### src/rtl/jk_bank_driver_if.sv
// Command and bank-side bus of the JK bank excitation controller.
// slave = the controller, master = the sequencer plus the JK bank it drives.
interface jk_bank_driver_if #(
    parameter int WIDTH = 8
);
    // Handshake: a command is taken on a rising clk edge where cmd_valid and cmd_ready
    // are both high. cmd_op/cmd_data only need to be stable at that edge. There is no
    // queue, and cmd_valid while cmd_ready is low is ignored, not held.
    logic             cmd_valid;
    logic             cmd_ready;
    logic [2:0]       cmd_op;
    logic [WIDTH-1:0] cmd_data;
    logic [WIDTH-1:0] j;
    logic [WIDTH-1:0] k;
    logic             bank_pr;
    logic             bank_clr;
    logic [WIDTH-1:0] q_fb;
    logic [WIDTH-1:0] q_exp;
    logic             busy;
    logic             done;
    logic             err;

    modport slave (
        input  cmd_valid, cmd_op, cmd_data, q_fb,
        output cmd_ready, j, k, bank_pr, bank_clr, q_exp, busy, done, err
    );

    modport master (
        output cmd_valid, cmd_op, cmd_data, q_fb,
        input  cmd_ready, j, k, bank_pr, bank_clr, q_exp, busy, done, err
    );
endinterface

### src/rtl/jk_bank_driver.sv
// Turns register-level commands into one cycle of hold-preferred J/K excitation for
// a JK flip-flop bank, then checks the bank's Q against a shadow copy.
module jk_bank_driver #(
    parameter int WIDTH = 8
) (
    input  logic               clk,
    input  logic               rst,
    jk_bank_driver_if.slave    bus,
    output logic [1:0]         o_dbg_state
);
    localparam logic [2:0] OP_LOAD   = 3'd0;
    localparam logic [2:0] OP_CLEAR  = 3'd1;
    localparam logic [2:0] OP_INC    = 3'd2;
    localparam logic [2:0] OP_DEC    = 3'd3;
    localparam logic [2:0] OP_SHL    = 3'd4;
    localparam logic [2:0] OP_SHR    = 3'd5;
    localparam logic [2:0] OP_XOR    = 3'd6;
    localparam logic [2:0] OP_RESYNC = 3'd7;

    typedef enum logic [1:0] {
        S_IDLE  = 2'd0,
        S_DRIVE = 2'd1,
        S_CHECK = 2'd2
    } state_t;

    state_t           r_state;
    logic [WIDTH-1:0] r_j;
    logic [WIDTH-1:0] r_k;
    logic [WIDTH-1:0] r_q_exp;
    logic             r_clr;
    logic             r_done;
    logic             r_err;
    logic             r_resync;

    logic             w_ready;
    logic             w_accept;
    logic [WIDTH-1:0] w_nxt;

    // r_clr doubles as "bank has seen at least one clear cycle since reset".
    assign w_ready  = (r_state == S_IDLE) & r_clr;
    assign w_accept = bus.cmd_valid & w_ready;

    always_comb begin
        w_nxt = r_q_exp;
        case (bus.cmd_op)
            OP_LOAD:   w_nxt = bus.cmd_data;
            OP_CLEAR:  w_nxt = '0;
            OP_INC:    w_nxt = r_q_exp + WIDTH'(1);
            OP_DEC:    w_nxt = r_q_exp - WIDTH'(1);
            OP_SHL:    w_nxt = {r_q_exp[WIDTH-2:0], bus.cmd_data[0]};
            OP_SHR:    w_nxt = {bus.cmd_data[0], r_q_exp[WIDTH-1:1]};
            OP_XOR:    w_nxt = r_q_exp ^ bus.cmd_data;
            OP_RESYNC: w_nxt = bus.q_fb;
            default:   w_nxt = r_q_exp;
        endcase
    end

    always_ff @(posedge clk) begin
        if (rst) begin
            r_state  <= S_IDLE;
            r_j      <= '0;
            r_k      <= '0;
            r_q_exp  <= '0;
            r_clr    <= 1'b0;
            r_done   <= 1'b0;
            r_err    <= 1'b0;
            r_resync <= 1'b0;
        end else begin
            r_clr  <= 1'b1;
            r_done <= 1'b0;
            case (r_state)
                S_IDLE: begin
                    if (w_accept) begin
                        r_q_exp  <= w_nxt;
                        r_resync <= (bus.cmd_op == OP_RESYNC);
                        // Only changing bits are excited, so toggle (J=K=1) never occurs.
                        if (bus.cmd_op == OP_RESYNC) begin
                            r_j <= '0;
                            r_k <= '0;
                        end else begin
                            r_j <= ~r_q_exp & w_nxt;
                            r_k <= r_q_exp & ~w_nxt;
                        end
                        r_state <= S_DRIVE;
                    end
                end
                S_DRIVE: begin
                    r_j     <= '0;
                    r_k     <= '0;
                    r_state <= S_CHECK;
                end
                S_CHECK: begin
                    r_done <= 1'b1;
                    if (bus.q_fb != r_q_exp) begin
                        r_err <= 1'b1;
                    end else if (r_resync) begin
                        r_err <= 1'b0;
                    end
                    r_state <= S_IDLE;
                end
                default: begin
                    r_j     <= '0;
                    r_k     <= '0;
                    r_state <= S_IDLE;
                end
            endcase
        end
    end

    assign bus.cmd_ready = w_ready;
    assign bus.j         = r_j;
    assign bus.k         = r_k;
    assign bus.bank_pr   = 1'b1;
    assign bus.bank_clr  = r_clr;
    assign bus.q_exp     = r_q_exp;
    assign bus.busy      = (r_state != S_IDLE);
    assign bus.done      = r_done;
    assign bus.err       = r_err;
    assign o_dbg_state   = r_state;
endmodule

### src/flat_wrapper.sv
// flat-port wrapper written by rule: the top's interface ports become plain ports
module jk_bank_driver_flat 
#(
    parameter int WIDTH = 8
)
  (clk, rst, o_dbg_state, bus_cmd_valid, bus_cmd_op, bus_cmd_data, bus_q_fb, bus_cmd_ready, bus_j, bus_k, bus_bank_pr, bus_bank_clr, bus_q_exp, bus_busy, bus_done, bus_err);
  jk_bank_driver_if #(.WIDTH(WIDTH)) bus_i ();
  input  logic clk;
  input  logic rst;
  output logic [1:0] o_dbg_state;
  input wire logic [$bits(bus_i.cmd_valid)-1:0] bus_cmd_valid;
  input wire logic [$bits(bus_i.cmd_op)-1:0] bus_cmd_op;
  input wire logic [$bits(bus_i.cmd_data)-1:0] bus_cmd_data;
  input wire logic [$bits(bus_i.q_fb)-1:0] bus_q_fb;
  output wire logic [$bits(bus_i.cmd_ready)-1:0] bus_cmd_ready;
  output wire logic [$bits(bus_i.j)-1:0] bus_j;
  output wire logic [$bits(bus_i.k)-1:0] bus_k;
  output wire logic [$bits(bus_i.bank_pr)-1:0] bus_bank_pr;
  output wire logic [$bits(bus_i.bank_clr)-1:0] bus_bank_clr;
  output wire logic [$bits(bus_i.q_exp)-1:0] bus_q_exp;
  output wire logic [$bits(bus_i.busy)-1:0] bus_busy;
  output wire logic [$bits(bus_i.done)-1:0] bus_done;
  output wire logic [$bits(bus_i.err)-1:0] bus_err;
  assign bus_i.cmd_valid = bus_cmd_valid;
  assign bus_i.cmd_op = bus_cmd_op;
  assign bus_i.cmd_data = bus_cmd_data;
  assign bus_i.q_fb = bus_q_fb;
  assign bus_cmd_ready = bus_i.cmd_ready;
  assign bus_j = bus_i.j;
  assign bus_k = bus_i.k;
  assign bus_bank_pr = bus_i.bank_pr;
  assign bus_bank_clr = bus_i.bank_clr;
  assign bus_q_exp = bus_i.q_exp;
  assign bus_busy = bus_i.busy;
  assign bus_done = bus_i.done;
  assign bus_err = bus_i.err;
  jk_bank_driver #(.WIDTH(WIDTH)) u_core (.clk(clk), .rst(rst), .bus(bus_i), .o_dbg_state(o_dbg_state));
endmodule
### config.mk
export PLATFORM = sky130hd
export DESIGN_NAME = jk_bank_driver_flat
export DESIGN_NICKNAME = d
export VERILOG_FILES = /design/src/rtl/jk_bank_driver_if.sv /design/src/rtl/jk_bank_driver.sv /design/src/flat_wrapper.sv
export SDC_FILE = /design/constraint.sdc
export NUM_CORES = 1
export LEC_CHECK = 0
export ABC_AREA = 0
export BUFFER_PORTS_ARGS = -buffer_cell sky130_fd_sc_hd__buf_4
export CORE_ASPECT_RATIO = 0.5
export CORE_MARGIN = 8
export CORE_UTILIZATION = 30
export DETAILED_ROUTE_END_ITERATION = 12
export GPL_TIMING_DRIVEN = 0
export SYNTH_ARGS = -nofsm -noshare
export SYNTH_HDL_FRONTEND = slang
export SYNTH_SLANG_ARGS = --single-unit
### constraint.sdc
create_clock -name clk -period 3.6 [get_ports clk]
set_input_delay 1.08 -clock clk [delete_from_list [all_inputs] [get_ports clk]]
set_output_delay 1.08 -clock clk [all_outputs]
set_load 0.02 [all_outputs]
==> metrics, run 1 <==
status=completed; Clock Path Buffers=2; maximum VDD drop=0.154 mV; initial antenna violation count=0; port bufs=50; syn avg cell area=8.19 sq um; io pins=54; post-layout net count=314; CTS Hold Bufs=0; DRC errors left=0; Post-Synth Adder-Cell Area=0.656%; fmax=288 MHz; post-synth top area share=31.5%; min cycle time layout=3480 ps; layout cell share with drive strength beyond 1=24.4%; worst hold path startpoint=u_core.bus.j[6]$_SDFFE_PP0P_; DPL Wire Length=4.83 mm; ANT cells=0; Synth Area in Compound Gates=25.0%; Vias=2002; Remaining Overflow, GRT=0; starting density of the core=31.3%; Hold WC Path Type=reg2reg; clk slew on worst S/H paths=50 ps; Max-Cap Viols=0; ys flop type=dfxtp_1; Rows=20; dpl ws=17.0 ps; placed instance area=2390 sq um; Slew Viols, Final=0; Syn Std Cell Area=1910 sq um; Power Dens Cells=388 nW/um^2; Seq cells post-synth=30; Setup TNS=0 ps; yosys warns=0; TritonRoute pass-1 iters=6; footprint of the multi-input gates=1200 sq um; global-route wire length before repair=10.0 mm; Root Driver=clkbuf_16; Final setup violation count=0; CTS Buf Count=5; CP Data Arrival Time=3640 ps; startpoint types=primary input; GR Util All Layers=13.6%; reg2reg start=u_core.bus.q_exp[1]$_SDFFE_PP0P_; Hold Vio Cnt, Final=0; CTS tree=yes; area grow syn2layout=32.7%; largest net degree at the start of global routing=11; Antenna Nets Post-Route=0; GPL Wtd Cong=0.923; H-tree depth=2; Seq. cell area=601 sq um; Worst slew margin=20.0%; DIE AREA=9320 sq um; Core Region=6110 sq um; XOR/XNOR share of the synthesized area=8.26%; syn_nets=256; critical setup path kind=in2reg; Critical Path RT=3760 ps; vias per cell=5.28; post-CTS resize count=0; CP startpoint=bus_cmd_op[0]; main combinational cell family by area after synthesis=compound AO/OA/AOI/OAI gates; mux contribution to synthesized area=6.23%; clk_skew=6.31 ps; Crit Path Max Fanout=10; simple-gate share of the synthesized area=22.7%; clk sinks=30; vias in the first global route=1882; post-route clock period utilization=96.6%; fin area=2530 sq um; Synth Instances=233; nature of the critical path endpoint=register; synth unique cells=49; post-synthesis async set-or-reset flop share=0%; Die H=72.4 um; leakage power=1.05 nW; RSZ-0062 raised after global routing=false; initial drt markers=186; synth top area cells=dfxtp_1, xor2_1, a21oi_1, mux2_2, nand2_1; top cell type by total area after synthesis=dfxtp_1; postcts setup bufs=0; worst slew pin tran=1190 ps; commonest non-fill, non-tap cell in the layout=buf_4; die extent in x=129 um; commonest non-fill, non-tap cells in the layout=buf_4, dfxtp_1, nand2_1, clkbuf_1, nor2_1; fin worst setup slack=124 ps; Layout fillers=632; drt total wl=6.53 mm; later-pin clock latency in the skew report=280 ps; register area share after synthesis=31.5%; Post-synth EDFFs=0; drt wl/cell=17.2 um; final core utilization=41.5%
## cells in the mapped netlist, drive strengths merged, types with 2 or more instances
| cell | instances |
|---|---|
| dfxtp | 30 |
| nand2 | 21 |
| nor2 | 20 |
| clkbuf | 18 |
| xor2 | 17 |
| a21oi | 16 |
| a211oi | 9 |
| o31ai | 9 |
| o21ai | 8 |
| mux2 | 7 |
| a32o | 6 |
| nor4 | 6 |
| buf | 4 |
| inv | 4 |
| mux2i | 4 |
| nand2b | 4 |
| nand3 | 4 |
| nor3b | 4 |
| a32oi | 3 |
| and2 | 3 |
| and3 | 3 |
| nor3 | 3 |
| a22oi | 2 |
| and3b | 2 |
| nand3b | 2 |
| nand4b | 2 |
| nor2b | 2 |
| o22ai | 2 |
## metrics by stage
step           hold slack [ps]  cells  power, W
3_5_place_dp               441    371  0.000591
3_3_place_gp               439    371  0.000588
4_1_cts                    451    378  0.000983
5_1_grt                    481    379   0.00102
2_1_floorplan              437    233  0.000506
6_report                   448    379  0.000982
## critical path: stages
cell and delay, ps:
buf_4 150, clkbuf_1 370, clkbuf_1 420, nand2_1 120
xnor2_1 150, ha_1 260, nor4_1 440, o21ai_0 210
o32a_1 230, a22o_1 200
## registers in the layout (all words and copies together), names as in the netlist
register	count
u_core.bus.k	8
u_core.o_dbg_state	2
u_core.bus.done	1
u_core.bus.err	1
u_core.r_resync	1
u_core.bus.bank_clr	1
u_core.bus.q_exp	8
u_core.bus.j	8
## logic make-up after synthesis
logic type,after synthesis
other cells,1
flops,30
compound gates,65
mux,11
fa+ha+maj,1
xor+xnor,18
buf+inv,26
simple gates,81
## layout make-up
class                           instances  area share (%)
Timing Repair Buffer                   51            15.0
Tap cell                               88            4.35
Multi-Input combinational cell        177            47.5
Sequential cell                        30            23.7
Clock buffer                            7            5.24
Inverter                                4           0.593
Buffer                                 22            3.56
## path summary, 6_finish.rpt
check / to / slack (ps) / depth (start not counted)
worst max-delay path: u_core.bus.k[6]$_SDFFE_PP0P_ / 120 / 10
worst max register to register: u_core.bus.k[6]$_SDFFE_PP0P_ / 1160 / 7
worst min register to register: u_core.bus.j[6]$_SDFFE_PP0P_ / 450 / 1
worst min-delay path: u_core.bus.j[6]$_SDFFE_PP0P_ / 450 / 1
## routing by layer
metal  track usage, %  routed length, um  vias up
li1                 -                  -      972
met1             17.4               2730      937
met2             22.2               3100       88
met3             3.14                643        5
met4             3.87                 53        0
met5                0                  0        -
## power breakdown
group / leakage [nW] / switching, W / internal (W)
sequential: 0.244 / 0.0000122 / 0.000346
combinational: 0.741 / 0.000139 / 0.0000910
clock: 0.0640 / 0.000142 / 0.000252
total: 1.05 / 0.000293 / 0.000689
No activity file was read; power rests on OpenSTA's default activity.
==> run 2: changes to the inputs <==
Clock period 3.6 ns to 3.15 ns, I/O delays scaled along.
==> metrics, run 2 (synthesis results as in run 1) <==
startpoint types=primary input; maximum VDD drop=0.176 mV (+15%); Worst slew margin=23.0% (+2.9 points); Die H=72.4 um (unchanged); postcts setup bufs=0 (unchanged); GPL Wtd Cong=0.923 (unchanged); TritonRoute pass-1 iters=4 (-2); CTS Hold Bufs=0 (unchanged); footprint of the multi-input gates=1200 sq um (unchanged); die extent in x=129 um (unchanged); Clock Path Buffers=2 (unchanged); Crit Path Max Fanout=9 (-1); internal power=0.000788 W (+14%); later-pin clock latency in the skew report=280 ps (about the same); r2r setup slk=700 ps (-460 ps); initial drt markers=175 (-5.9%); critical setup path kind=in2reg; fin area=2530 sq um (about the same); ANT cells=0 (unchanged); Setup TNS=0 ps (unchanged); min cycle time layout=3050 ps; CTS Buf Count=5 (unchanged); clk slew on worst S/H paths=50 ps (about the same); io pins=54 (unchanged); leakage power=1.05 nW (+0.17%); Final setup violation count=0 (unchanged); CP startpoint=bus_cmd_op[1]; Rows=20 (unchanged); vias in the first global route=1888 (+0.32%); worst r2r path cells=7 (unchanged); Buffers & Inverters on Critical Path=2 (-1); CP Data Arrival Time=3210 ps (-430 ps); H-tree depth=2 (unchanged); Reg power frac=36.5% (about the same); Critical Path Slowest Stage Cell=nor4_1; sw power=0.000335 W (+14%); CTS tree=yes; post-route clock period utilization=96.7%; Critical Path RT=3310 ps (-450 ps); status=completed; drt total wl=6.44 mm (-1.3%); DPL Wire Length=4.83 mm (unchanged); Layout fillers=636 (+0.63%); drt wl/cell=17.0 um (-1.0%); WP depth=10 (unchanged); Metal-1 WL=2.92 mm (+6.8%); Comb pwr share=23.3% (about the same); DIE AREA=9320 sq um (unchanged); Core Region=6110 sq um (unchanged); Max-Cap Viols=0 (unchanged); vias per cell=5.26 (-0.49%); commonest non-fill, non-tap cell in the layout=buf_4; CP peak stage delay=450 ps (about the same); clk sinks=30 (unchanged); worst slew pin tran=1150 ps (-43.8 ps); GR Util All Layers=13.6% (+0.047 points); CP endpoint=u_core.bus.k[6]$_SDFFE_PP0P_; fmax=328 MHz; global-route wire length before repair=10.1 mm (+0.28%); starting density of the core=31.3% (unchanged); port bufs=50 (unchanged); met2 routed WL=3.03 mm (-2.2%); clock share of power=40.2% (about the same); metal3 WL=410 um (-36%); DRC errors left=0 (unchanged); Remaining Overflow, GRT=0 (unchanged); Slew Viols, Final=0 (unchanged); max layer used=met4; placed instance area=2390 sq um (unchanged); Hold WC Path Type=reg2reg; Seq. cell area=601 sq um (unchanged); Vias=1987 (-0.75%); clk_skew=6.60 ps (+0.290 ps); area grow syn2layout=32.5% (about the same); reg2reg start=u_core.bus.q_exp[1]$_SDFFE_PP0P_; post-layout net count=313 (-0.32%); largest net degree at the start of global routing=11 (unchanged); cell family with most CP delay=simple AND/OR/NAND/NOR gates; crit path cell chain=buf_4 > nor2b_1 > clkbuf_1 > nand2_1 > xnor2_1 > ha_1 > nor4_1 > o21ai_0 > o32a_1 > a22o_1; commonest non-fill, non-tap cells in the layout=buf_4, dfxtp_1, nand2_1, nor2_1, clkbuf_1; Hold Vio Cnt, Final=0 (unchanged); nature of the critical path endpoint=register; final core utilization=41.4% (about the same); RSZ-0062 raised after global routing=false; Power Dens Cells=444 nW/um^2 (+14%); Sw Share=29.8% (about the same); initial antenna violation count=0 (unchanged); Root Driver=clkbuf_16; RR Endpoint=u_core.bus.k[6]$_SDFFE_PP0P_; Total Power=0.00112 W (+14%); layout cell share with drive strength beyond 1=24.8% (+0.43 points); Antenna Nets Post-Route=0 (unchanged)
[run 2: changes by cell type in the layout (fill, tap and decap cells not counted), sizes merged]
cell	change
clkbuf	-1
[run 2: cell type report]
class,instances,share of cell area (%)
Buffer,21,3.46
Tap cell,88,4.35
Sequential cell,30,23.8
Clock buffer,7,5.24
Timing Repair Buffer,51,15.0
Multi-Input combinational cell,177,47.6
Inverter,4,0.594
[run 2: what timing repair did]
item | CTS | global route
endpoints found under the hold margin | 0 | 0
setup endpoints to repair | 3 | 4
resized for setup | 1 | 0
[run 2: per-stage QoR]
step | hold WS [ps] | instances | setup slack, ps
6_report | 448 | 378 | 104
3_5_place_dp | 441 | 371 | -298
2_1_floorplan | 437 | 233 | 164
5_1_grt | 481 | 378 | 45.1
4_1_cts | 451 | 378 | 59.1
3_3_place_gp | 439 | 371 | -280
[run 2: worst min path at each step]
stage                            startpoint                            to  cells past startpoint
3_3_place_gp   u_core.bus.j[6]$_SDFFE_PP0P_  u_core.bus.j[6]$_SDFFE_PP0P_                      1
2_1_floorplan  u_core.r_resync$_SDFFE_PP0P_  u_core.r_resync$_SDFFE_PP0P_                      2
6_report       u_core.bus.j[6]$_SDFFE_PP0P_  u_core.bus.j[6]$_SDFFE_PP0P_                      1
3_5_place_dp   u_core.bus.j[6]$_SDFFE_PP0P_  u_core.bus.j[6]$_SDFFE_PP0P_                      1
4_1_cts        u_core.bus.j[6]$_SDFFE_PP0P_  u_core.bus.j[6]$_SDFFE_PP0P_                      1
5_1_grt        u_core.bus.j[4]$_SDFFE_PP0P_  u_core.bus.j[4]$_SDFFE_PP0P_                      2
[run 2: power groups by stage]
| stage | logic (W) | clock network [W] | registers (W) |
|---|---|---|---|
| 4_1_cts | 0.000260 | 0.000455 | 0.000409 |
| 3_5_place_dp | 0.000258 | 0 | 0.000417 |
| 5_1_grt | 0.000282 | 0.000472 | 0.000411 |
| 6_report | 0.000262 | 0.000451 | 0.000409 |
| 3_3_place_gp | 0.000256 | 0 | 0.000416 |
| 2_1_floorplan | 0.000147 | 0 | 0.000431 |
[run 2: routing by layer]
| metal | up-vias | global-route usage (%) |
|---|---|---|
| met5 | - | 0 |
| met4 | 0 | 3.87 |
| met3 | 7 | 3.14 |
| met2 | 54 | 22.3 |
| met1 | 958 | 17.5 |
| li1 | 968 | - |
